**src/rtl/gpio_serial_loader.sv**
```systemverilog
// Shifts per-GPIO configuration words into the two user-area GPIO control chains
// and muxes the chain pins between this engine and the register bit-bang path.
module gpio_serial_loader #(
   parameter int N_IO    = 19,
   parameter int CFG_W   = 13,
   parameter int CLK_DIV = 4
) (
   input  logic                    wb_clk_i,
   input  logic                    wb_rst_i,
   input  logic                    start,
   output logic [$clog2(N_IO)-1:0] cfg_addr,
   input  logic [CFG_W-1:0]        cfg1_word,
   input  logic [CFG_W-1:0]        cfg2_word,
   input  logic                    bb_en,
   input  logic                    bb_resetn,
   input  logic                    bb_load,
   input  logic                    bb_clock,
   input  logic                    bb_data1,
   input  logic                    bb_data2,
   output logic                    serial_resetn,
   output logic                    serial_load,
   output logic                    serial_clock,
   output logic                    serial_data1,
   output logic                    serial_data2,
   output logic                    busy,
   output logic                    done
);

   localparam int ADDR_W = $clog2(N_IO);
   localparam int BIT_W  = (CFG_W > 1) ? $clog2(CFG_W) : 1;
   localparam int DIV_W  = (CLK_DIV > 1) ? $clog2(CLK_DIV) : 1;

   localparam logic [ADDR_W-1:0] ADDR_TOP = ADDR_W'(N_IO - 1);
   localparam logic [BIT_W-1:0]  BIT_TOP  = BIT_W'(CFG_W - 1);
   localparam logic [DIV_W-1:0]  DIV_TOP  = DIV_W'(CLK_DIV - 1);

   typedef enum logic [2:0] {
      IDLE     = 3'd0,
      FETCH    = 3'd1,
      SHIFT_LO = 3'd2,
      SHIFT_HI = 3'd3,
      LATCH    = 3'd4,
      DONE     = 3'd5
   } state_t;

   state_t            state;
   state_t            state_nx;
   logic [DIV_W-1:0]  div_cnt;
   logic [BIT_W-1:0]  bit_cnt;
   logic [ADDR_W-1:0] addr;
   logic [CFG_W-1:0]  sh1;
   logic [CFG_W-1:0]  sh2;
   logic              div_last;
   logic              leaving;

   logic              eng_resetn;
   logic              eng_load;
   logic              eng_clock;
   logic              eng_data1;
   logic              eng_data2;
   logic              done_q;

   assign div_last = (div_cnt == DIV_TOP);
   assign leaving  = (state != IDLE) && (state_nx == IDLE);

   // ---------------------------------------------------------------- FSM
   always_ff @(posedge wb_clk_i) begin
      if (wb_rst_i) begin
         state <= IDLE;
      end else begin
         state <= state_nx;
      end
   end

   always_comb begin
      state_nx = state;
      case (state)
         IDLE:     if (start && !bb_en) state_nx = FETCH;
         FETCH:    state_nx = SHIFT_LO;
         SHIFT_LO: if (div_last) state_nx = SHIFT_HI;
         SHIFT_HI: begin
            if (div_last) begin
               if (bit_cnt != '0)   state_nx = SHIFT_LO;
               else if (addr != '0) state_nx = FETCH;
               else                 state_nx = LATCH;
            end
         end
         LATCH:    if (div_last) state_nx = DONE;
         DONE:     state_nx = IDLE;
         default:  state_nx = IDLE;
      endcase
      // Bit-bang takeover aborts any transfer in flight.
      if (bb_en && (state != IDLE)) state_nx = IDLE;
   end

   // ----------------------------------------------------------- datapath
   always_ff @(posedge wb_clk_i) begin
      if (wb_rst_i) begin
         div_cnt    <= '0;
         bit_cnt    <= '0;
         addr       <= ADDR_TOP;
         sh1        <= '0;
         sh2        <= '0;
         eng_resetn <= 1'b0;
         done_q     <= 1'b0;
      end else begin
         eng_resetn <= 1'b1;
         done_q     <= (state == DONE) && !bb_en;

         // Phase timer runs only while a timed state persists.
         if ((state_nx == state) &&
             ((state == SHIFT_LO) || (state == SHIFT_HI) || (state == LATCH))) begin
            div_cnt <= div_cnt + DIV_W'(1);
         end else begin
            div_cnt <= '0;
         end

         if (state == FETCH) begin
            sh1     <= cfg1_word;
            sh2     <= cfg2_word;
            bit_cnt <= BIT_TOP;
         end

         if ((state == SHIFT_HI) && (state_nx == SHIFT_LO)) begin
            bit_cnt <= bit_cnt - BIT_W'(1);
         end

         if ((state == SHIFT_HI) && (state_nx == FETCH)) begin
            addr <= addr - ADDR_W'(1);
         end

         // Clearing the shifters keeps the data pins at 0 through the first FETCH.
         if (leaving) begin
            addr    <= ADDR_TOP;
            bit_cnt <= '0;
            sh1     <= '0;
            sh2     <= '0;
         end
      end
   end

   // Data stays on the last shifted bit through FETCH/LATCH so it only moves in SHIFT_LO.
   always_comb begin
      eng_clock = (state == SHIFT_HI);
      eng_load  = (state == LATCH);
      eng_data1 = 1'b0;
      eng_data2 = 1'b0;
      if (state != IDLE) begin
         eng_data1 = sh1[bit_cnt];
         eng_data2 = sh2[bit_cnt];
      end
   end

   // ------------------------------------------------------------ pin mux
   always_ff @(posedge wb_clk_i) begin
      if (wb_rst_i) begin
         serial_resetn <= 1'b0;
         serial_load   <= 1'b0;
         serial_clock  <= 1'b0;
         serial_data1  <= 1'b0;
         serial_data2  <= 1'b0;
      end else if (bb_en) begin
         serial_resetn <= bb_resetn;
         serial_load   <= bb_load;
         serial_clock  <= bb_clock;
         serial_data1  <= bb_data1;
         serial_data2  <= bb_data2;
      end else begin
         serial_resetn <= eng_resetn;
         serial_load   <= eng_load;
         serial_clock  <= eng_clock;
         serial_data1  <= eng_data1;
         serial_data2  <= eng_data2;
      end
   end

   assign cfg_addr = addr;
   assign busy     = (state != IDLE);
   assign done     = done_q;

endmodule

```
**config.mk**
```make
export PLATFORM = sky130hd
export DESIGN_NAME = gpio_serial_loader
export DESIGN_NICKNAME = d
export VERILOG_FILES = /design/src/rtl/gpio_serial_loader.sv
export SDC_FILE = /design/constraint.sdc
export NUM_CORES = 1
export LEC_CHECK = 0
export ABC_CLOCK_PERIOD_IN_PS = 2200
export BUFFER_PORTS_ARGS = -buffer_cell sky130_fd_sc_hd__buf_2
export CORE_ASPECT_RATIO = 1.5
export CORE_MARGIN = 2
export CORE_UTILIZATION = 48
export DETAILED_ROUTE_END_ITERATION = 12
export PLACE_DENSITY = 0.74
export SYNTH_ARGS = -nofsm -noshare
export SYNTH_HDL_FRONTEND = slang
export SYNTH_SLANG_ARGS = --single-unit
```
**constraint.sdc**
```tcl
create_clock -name wb_clk_i -period 2.2 [get_ports wb_clk_i]
set_clock_uncertainty 0.2 [all_clocks]
set_input_delay 0.44 -clock wb_clk_i [delete_from_list [all_inputs] [get_ports wb_clk_i]]
set_output_delay 0.44 -clock wb_clk_i [all_outputs]
set_load 0.02 [all_outputs]
```
Word-level counts from Yosys, hierarchy flattened
Cells that the tools add are included.
- latch bits: 0
- bits of input ports: 35
- register bits: 47
- memory bits (writable): 0
- memory bits (read-only): 0
- output and inout bits: 12
- memories kept: 0
- div/mod/pow operators: 0
- multipliers: 0
- reduce and logical (&&, ||, !) cells: 18
- mux-type cells: 22
- order comparisons: 1
- bitwise operators: 1
- add/subtract/negate cells: 3
- equality and inequality tests: 9
- shifts and indexed selects: 0
- operator list (operator ; count):
    2-to-1 mux 3 bit ; 7
    one-hot mux 3 bit (5 select lines) ; 1
    2-to-1 mux 1 bit ; 10
    == test 3 x 2 -> 1 bit (second input constant) ; 3
    binary-select mux 1 bit (select 4 bit) ; 2
    2-to-1 mux 4 bit ; 2
    logical AND 1 bit ; 7
    == test 3 x 1 -> 1 bit (second input constant) ; 2
    == test 3 bit (second input constant) ; 2
    zero test 3 bit ; 2
    < comparator 4 x 5 -> 1 bit (second input constant) ; 1
    nonzero test 5 bit ; 1
    subtractor 5 x 1 -> 5 bit (second input constant) ; 1
    nonzero test 4 bit ; 1
    OR reduction 2 bit ; 2
    subtractor 4 x 1 -> 4 bit (second input constant) ; 1
    == test 3 bit ; 1
    nonzero test 3 bit ; 1
    adder 2 x 1 -> 2 bit (second input constant) ; 1
    == test 2 bit (second input constant) ; 1
    logical OR 1 bit ; 2
    nonzero test 2 bit ; 1
    zero test 1 bit ; 1
    NOT 1 bit ; 1

Depth between registers and ports, before layout
Gate-level depths: netlist (run 1).
- word-level depth: 10
- gate-level depth with buffers: 8
- mapped depth without buffers: 7

Worst setup path before layout (run 1)
OpenSTA, ideal clock, no wires.
- path type: reg-to-reg
- start point: register addr[0], in the netlist cfg_addr[0]
- end point: register bit_cnt[3]
- stages on the path, launching flop included: 8
- path buffers: 0
- clock period less this slack: 2.352 ns
- arrival time: 2.033 ns
- setup slack: -0.152 ns
- library setup time: 0.119 ns
- data required time: 1.881 ns
- cells stage by stage: dfxtp_1 -> inv_1 -> ha_1 -> or4b_4 -> a41oi_2 -> o21ai_2 -> mux2_1 -> o221a_1
- cells in the longest elaborated chain, start to end: 9
- elaborated cells between the ends (all ways): 13
- ends and longest elaborated chain (what ; line ; RTL):
    from (decl) ; 50 ; logic [ADDR_W-1:0] addr;
    from (signal assigned) ; 129 ; addr <= addr - ADDR_W'(1);
    nonzero test 5 bit * ; 84 ; else if (addr != '0) state_nx = FETCH;
    2-to-1 mux 3 bit * ; 84 ;
    2-to-1 mux 3 bit * ; 83 ; if (bit_cnt != '0) state_nx = SHIFT_LO;
    2-to-1 mux 3 bit * ; 82 ; if (div_last) begin
    one-hot mux 3 bit (5 select lines) * ; 77 ; case (state)
    2-to-1 mux 3 bit * ; 93 ; if (bb_en && (state != IDLE)) state_nx = IDLE;
    == test 3 x 2 -> 1 bit / zero test 3 bit (equally long branches) ; 124, 64 ;
    logical AND 1 bit (on tied branches) ; 124, 64 ;
    2-to-1 mux 4 bit (tied with other cells) ; 124 ; if ((state == SHIFT_HI) && (state_nx == SHIFT_LO)) begin
    to (signal assigned) ; 125 ; bit_cnt <= bit_cnt - BIT_W'(1);
    to (decl) ; 49 ; logic [BIT_W-1:0] bit_cnt;
Mark *: on every way between the ends. The rest lies on a longest branch, timed or not.
A chain may end at the register's enable or synchronous reset.

Worst setup path in the final report (run 1)
- start point: register addr[0], in the netlist cfg_addr[0]
- end point: register addr[3], in the netlist cfg_addr[3]
- cells in the longest elaborated chain, start to end: 9
- elaborated cells between the ends (all ways): 12
- ends and longest elaborated chain (what ; line ; RTL):
    nonzero test 5 bit ; 84 ;
    2-to-1 mux 3 bit ; 84 ;
    2-to-1 mux 3 bit ; 83 ;
    2-to-1 mux 3 bit ; 82 ;
    one-hot mux 3 bit (5 select lines) ; 77 ;
    2-to-1 mux 3 bit ; 93 ;
    zero test 3 bit ; 64 ; assign leaving = (state != IDLE) && (state_nx == IDLE);
    logical AND 1 bit ; 64 ;
    OR reduction 2 bit (no line) ; -- ;
Parallel ways exist; a longest one is shown, timed or not.

==> results of run 1 <==
cells in the mapped netlist (2+ instances only):
cell type | instances | area [sq um]
a21oi_1 | 32 | 160
nor2b_1 | 3 | 18.8
mux4_2 | 8 | 180
dfxtp_1 | 47 | 941
clkbuf_1 | 16 | 60.1
inv_1 | 7 | 26.3
ha_1 | 5 | 62.6
and2_1 | 2 | 12.5
a32o_1 | 2 | 20.0
nor4_1 | 4 | 25.0
o21a_1 | 2 | 15.0
a31o_2 | 2 | 17.5
nor3_1 | 3 | 15.0
o221a_1 | 2 | 22.5
and3_1 | 3 | 18.8
nand3_1 | 5 | 25.0
a211oi_1 | 3 | 22.5
buf_2 | 3 | 15.0
nand2_1 | 63 | 236
nand2b_1 | 3 | 18.8
nor2_1 | 17 | 63.8
report_power, final:
part,switching (W),internal (W)
clock,0.000293,0.000222
sequential,0.0000152,0.000876
combinational,0.0000999,0.0000913
total,0.000408,0.00119
how the worst max path moves through the flow:
stage	slack, ns	cells past startpoint	endpoint
2_1_floorplan	-0.02	7	bit_cnt[3]
3_3_place_gp	0.0006	7	div_cnt[1]
3_5_place_dp	-0.05	7	div_cnt[1]
4_1_cts	0.009	9	cfg_addr[3]
5_1_grt	-0.07	7	div_cnt[1]
6_report	0.003	9	cfg_addr[3]
state kept, by name, indices dropped and copies added (netlist names):
register / flops
sh1: 13
sh2: 13
cfg_addr: 5
bit_cnt: 4
state: 3
div_cnt: 2
done: 1
eng_resetn: 1
serial_clock: 1
serial_data1: 1
serial_data2: 1
serial_load: 1
serial_resetn: 1
placed cells by master (no fill, tap or decap), types with 2 or more instances in the layout:
cell type / synthesis / final
nand2_1: 63 / 63
buf_2: 3 / 46
ha_1: 5 / 5
o221a_1: 2 / 2
nand2b_1: 3 / 3
nor4_1: 4 / 2
and2_1: 2 / 2
a211oi_1: 3 / 2
a31o_2: 2 / 2
inv_1: 7 / 5
clkbuf_8: 0 / 5
nor2_1: 17 / 17
dfxtp_2: 0 / 2
mux4_2: 8 / 8
nor2b_1: 3 / 2
dfxtp_1: 47 / 45
nand3_1: 5 / 4
a32o_1: 2 / 2
inv_2: 0 / 2
and3_1: 3 / 3
buf_4: 0 / 25
nor4_2: 0 / 2
a21oi_1: 32 / 32
nor3_1: 3 / 2
o21a_1: 2 / 2
logic make-up (layout without fill, tap and decap cells):
group / Yosys count / count (layout) / share of synthesized area
AND/OR/NAND/NOR: 115 / 115 / 0.247
AO/OA/AOI/OAI: 51 / 51 / 0.150
flip-flops: 47 / 47 / 0.428
buffers and inverters: 26 / 88 / 0.0461
multiplexers: 11 / 11 / 0.0967
adder cells (fa/ha/maj): 5 / 5 / 0.0284
XOR/XNOR: 1 / 1 / 0.00398
repair_timing:
| item | 4_1_cts | 5_1_grt |
|---|---|---|
| setup buffers | 0 | 0 |
| setup endpoints to repair | 5 | 29 |
| pin swaps | 4 | 3 |
| gates resized for setup | 3 | 9 |
| gates cloned | 0 | 0 |
metal layers:
layer  up-vias  routed length [microns]
met5         -                        0
met4         0                       97
met3         9                      186
met2        42                     2540
met1       918                     1830
li1       1008                        -
metrics by stage:
step                      total power, W  utilization  cells  cell area, sq um  setup WS (ns)
after CTS                        0.00161        0.618    366              2760        0.00877
after global routing             0.00166        0.628    366              2800        -0.0672
after detailed placement         0.00110        0.596    358              2660        -0.0541
after floorplan                  0.00102            -    256              2240        -0.0206
after global placement           0.00109        0.596    358              2660       0.000576
final                            0.00160        0.628    366              2800        0.00309
worst max-delay path, stage by stage (launching register included):
cell	delay (ns)
dfxtp_2	0.33
inv_2	0.06
ha_1	0.13
or4b_4	0.48
a41oi_4	0.25
o31ai_4	0.14
buf_12	0.16
buf_4	0.13
a21o_1	0.15
a21oi_1	0.11
cell type report:
class,instances,share of cell area
Inverter,7,0.00937
Tap cell,48,0.0214
Multi-Input combinational cell,183,0.442
Sequential cell,47,0.336
Clock inverter,2,0.00446
Timing Repair Buffer,73,0.160
Clock buffer,6,0.0259
==> summary.md, run 1 <==
| Metric | Value |
|---|---|
| Status | `completed` |
| Syn. warnings | `0` |
| Crit Path Max Fanout | `8` |
| Final setup fails | `0` |
| CTS tree | `built` |
| Cts bufs inserted | `5` |
| Number of flops mapped to enable cells by yosys | `0` |
| ANT nets after route | `0` |
| Final Hold Viols | `0` |
| Drt drc | `0` |
| Multi-input gate area | `between 0.001 and 0.0015 sq mm` |
| Largest net degree at the start of global routing | `22` |
| Global-route wire length before repair | `8.04 mm` |
| # port buffers | `46` |
| Vias per inst | `about 5.4` |
| Post-Syn Instances | `256` |
| WL/cell | `around 13 microns` |
| Avg Cell Area, Syn | `8.59 sq um` |
| GR peak layer | `met2` |
| Hold buffers post-CTS | `0` |
| Clock latency on the worst-skew pair | `approximately 0.30 ns` |
| Register area | `~940 sq um` |
| Crit path launch type | `register` |
| RSZ-0062 raised after global routing | `yes` |
| Met1 Resource Use GR | `0.219` |
| Dpl hpwl | `between 3 and 4 mm` |
| Initial antenna violation count | `0` |
| Initial drt markers | `48` |
| # diodes | `0` |
| Initial Utilization | `0.492` |
| Final Net Count | `between 300 and 400` |
| Worst setup EP type | `register` |
| R2r endpoint | `cfg_addr[3]` |
| Sink of the worst hold path | `serial_data2` |
| Max-cap violations | `0` |
| Area delta synth->final | `27.5%` |
| Core box area | `about 0.0045 sq mm` |
| CP startpoint | `cfg_addr[0]` |
| Critical path class | `reg2reg` |
| Vias in the first global route | `about 1900` |
| I/O pin count | `47` |
| GRT met2 Usage | `0.373` |
| Slew Limit Fails | `0` |
| WP data required | `2.24 ns` |
| # rows | `30` |
| Synth Register Bits | `47` |
| TritonRoute pass-1 iters | `4` |
| Seq/Total Area, Yosys | `0.428` |
| Slew @ Worst Pin | `between 0.3 and 0.4 ns` |
| R2R Path Start | `cfg_addr[0]` |
| Critical Path AT | `~2.2 ns` |
| GRT met3 Usage | `0.0357` |
| Worst Hold Launch | `bb_data2` |
| Yosys cell types | `45` |
| Synth async-reset ratio | `0` |
| Pleak | `about 1.1 nW` |
| Worst R2R Setup Slack | `roughly 0.0031 ns` |
| Clock buffer depth | `2` |
| GRT Util Overall | `0.204` |
| Vias | `slightly below 2000` |
| Main synth FF type | `dfxtp_1` |
| Mapped Area | `around 0.0022 sq mm` |
| Die W | `about 59 microns` |
| Hold Path Class | `in2reg` |
| Hold Path Stages | `2` |
| F_max | `455 MHz` |
| Cell Pwr Density | `between 500 and 600 mW/mm^2` |
| Clock sink count | `between 40 and 50` |
| Fillcell total | `about 380` |
| Layout cells sized above 1 | `0.349` |
| H-Tree Depth | `2` |
| Routability cong. | `0.820` |
| DIE AREA | `0.00515 sq mm` |
| Syn_nets | `296` |
| Final WL | `4.65 mm` |
| Die height | `between 80 and 90 microns` |
| Fin crit share | `0.999` |
| CTS root buf | `clkbuf_8` |
| VDD IR-drop max | `between 0.4 and 0.5 mV` |
| Slew margin rel. | `0.736` |
| TNS Setup | `0 ns` |
| Reg2reg path depth | `9` |
| Tmin final | `between 2 and 2.5 ns` |
| Hold WS | `about 0.14 ns` |
| Global route overflow | `0` |
| Worst-path clk slew | `0.09 ns` |
Power figures use the tool's default switching activity.
==> inputs of run 2 (changes only) <==
--- a/config.mk
+++ b/config.mk
@@ -12,6 +12,7 @@
 export CORE_UTILIZATION = 48
 export DETAILED_ROUTE_END_ITERATION = 12
 export PLACE_DENSITY = 0.74
+export RECOVER_POWER = 50
 export SYNTH_ARGS = -nofsm -noshare
 export SYNTH_HDL_FRONTEND = slang
 export SYNTH_SLANG_ARGS = --single-unit
==> run 2 against run 1 <==
- cell area shrank 0.80%
- via count is essentially flat
- largest cell class unchanged
- critical path type unchanged
- critical endpoint unchanged
- non-clock buffer count is the same
==> summary.md, run 2 (same netlist as run 1, synthesis figures left out) <==
| Metric | Value |
|---|---|
| Status | `completed` |
| Clock latency on the worst-skew pair | `around 0.30 ns` |
| Clock sink count | `47` |
| F_max | `around 450 MHz` |
| Hold Path Class | `in2reg` |
| Cts bufs inserted | `5` |
| Worst Hold Launch | `bb_data2` |
| WP data required | `around 2.2 ns` |
| VDD IR-drop max | `about 0.48 mV` |
| Global-route wire length before repair | `8.04 mm` |
| Layout cells sized above 1 | `0.305` |
| TritonRoute pass-1 iters | `4` |
| Final Hold Viols | `0` |
| Critical path class | `reg2reg` |
| Hold Path Stages | `2` |
| Vias per inst | `about 5.4` |
| RSZ-0062 raised after global routing | `yes` |
| Hold WS | `~0.14 ns` |
| Initial antenna violation count | `0` |
| H-Tree Depth | `2` |
| Tmin final | `about 2.2 ns` |
| Drt drc | `0` |
| GRT Util Overall | `0.204` |
| # rows | `30` |
| Commonest non-fill, non-tap cell in the layout | `nand2_1` |
| CTS root buf | `clkbuf_8` |
| Slew margin rel. | `0.737` |
| # diodes | `0` |
| Crit Path Max Fanout | `8` |
| Most frequent cells in the layout | `63 x nand2_1, 45 x dfxtp_1, 34 x buf_2` |
| Final Net Count | `357` |
| Core box area | `about 0.0045 sq mm` |
| Vias in the first global route | `1903` |
| ANT nets after route | `0` |
| GRT met3 Usage | `0.0357` |
| Initial Utilization | `0.492` |
| Met1 Resource Use GR | `0.219` |
| Clock buffer depth | `2` |
| Reg2reg path depth | `9` |
| Largest net degree at the start of global routing | `22` |
| Dpl hpwl | `roughly 3.6 mm` |
| Slew Limit Fails | `0` |
| Crit path launch type | `register` |
| R2R Path Start | `cfg_addr[0]` |
| Worst setup EP type | `register` |
| Vias | `just under 2000` |
| Critical Path AT | `between 2 and 2.5 ns` |
| Worst-path clk slew | `around 0.090 ns` |
| Die W | `between 50 and 60 microns` |
| DIE AREA | `0.00515 sq mm` |
| Area delta synth->final | `26.5%` |
| CTS tree | `built` |
| # port buffers | `46` |
| GR peak layer | `met2` |
| Global route overflow | `0` |
| GRT met2 Usage | `0.373` |
| Worst R2R Setup Slack | `0.002 ns` |
| Fin crit share | `0.999` |
| Max-cap violations | `0` |
| Sink of the worst hold path | `serial_data2` |
| Cell Pwr Density | `573 mW/mm^2` |
| R2r endpoint | `cfg_addr[3]` |
| Routability cong. | `~0.82` |
| Post-CTS Setup Inserts | `0` |
| Final WL | `4.69 mm` |
| Initial drt markers | `41` |
| Pleak | `approximately 1.1 nW` |
| Tot Pwr | `between 0.0015 and 0.002 W` |
| WL/cell | `approximately 13 microns` |
| Die height | `slightly below 90 microns` |
| I/O pin count | `between 40 and 50` |
| Final setup fails | `0` |
| Slew @ Worst Pin | `approximately 0.4 ns` |
| CP startpoint | `cfg_addr[0]` |
## run 2: cell count changes in the layout (fill, tap and decap cells not counted), sizes merged
cell    before  now
buf         73   58
clkbuf       6   21
## run 2: power breakdown
part / leakage (nW) / total, W / switching (W) / internal (W)
clock: 0.0412 / 0.000515 / 0.000293 / 0.000222
sequential: 0.382 / 0.000891 / 0.0000152 / 0.000876
combinational: 0.660 / 0.000188 / 0.000100 / 0.0000876
## run 2: repair_timing
item,in CTS,in global routing
endpoints found under the setup margin,5,29
hold buffers,0,0
resized for setup,3,9
pin swaps,4,3
## run 2: stage by stage
step | instance area, sq um | setup TNS (ns) | std cells | utilization | setup slack [ns]
finish | 2780 | 0 | 366 | 0.623 | 0.00177
global route | 2780 | -0.939 | 366 | 0.623 | -0.0672
CTS | 2760 | 0 | 366 | 0.618 | 0.00877
detailed placement | 2660 | -0.0911 | 358 | 0.596 | -0.0541
global placement | 2660 | 0 | 358 | 0.596 | 0.000576
floorplan | 2240 | -0.0206 | 256 | - | -0.0206
## run 2: metal layers
| metal | wire (microns) | up-vias | share of wire |
|---|---|---|---|
| li1 | - | 1008 | - |
| met1 | 1890 | 917 | 0.40 |
| met2 | 2540 | 42 | 0.54 |
| met3 | 169 | 9 | 0.036 |
| met4 | 93 | 0 | 0.020 |
| met5 | 0 | - | 0 |
## run 2: how the worst max path moves through the flow
stage                        to  cells past startpoint
floorplan            bit_cnt[3]                      7
global placement     div_cnt[1]                      7
detailed placement   div_cnt[1]                      7
CTS                 cfg_addr[3]                      9
global route         div_cnt[1]                      7
finish              cfg_addr[3]                      9
## run 2: critical path, cell delays in order, from the launching register on
cell and delay, ns:
dfxtp_2 0.33, inv_2 0.06, ha_1 0.13, or4b_4 0.48
a41oi_4 0.25, o31ai_4 0.14, buf_12 0.16, buf_4 0.13
a21o_1 0.15, a21oi_1 0.11
## run 2: area by class of cell
type,count,area [sq um]
sequential,47,943
multi-input combinational,183,1240
clock inverter,2,12.5
clock buffer,6,72.6
inverter,7,26.3
fill,395,1690
tap,48,60.1
timing repair buffer,73,427
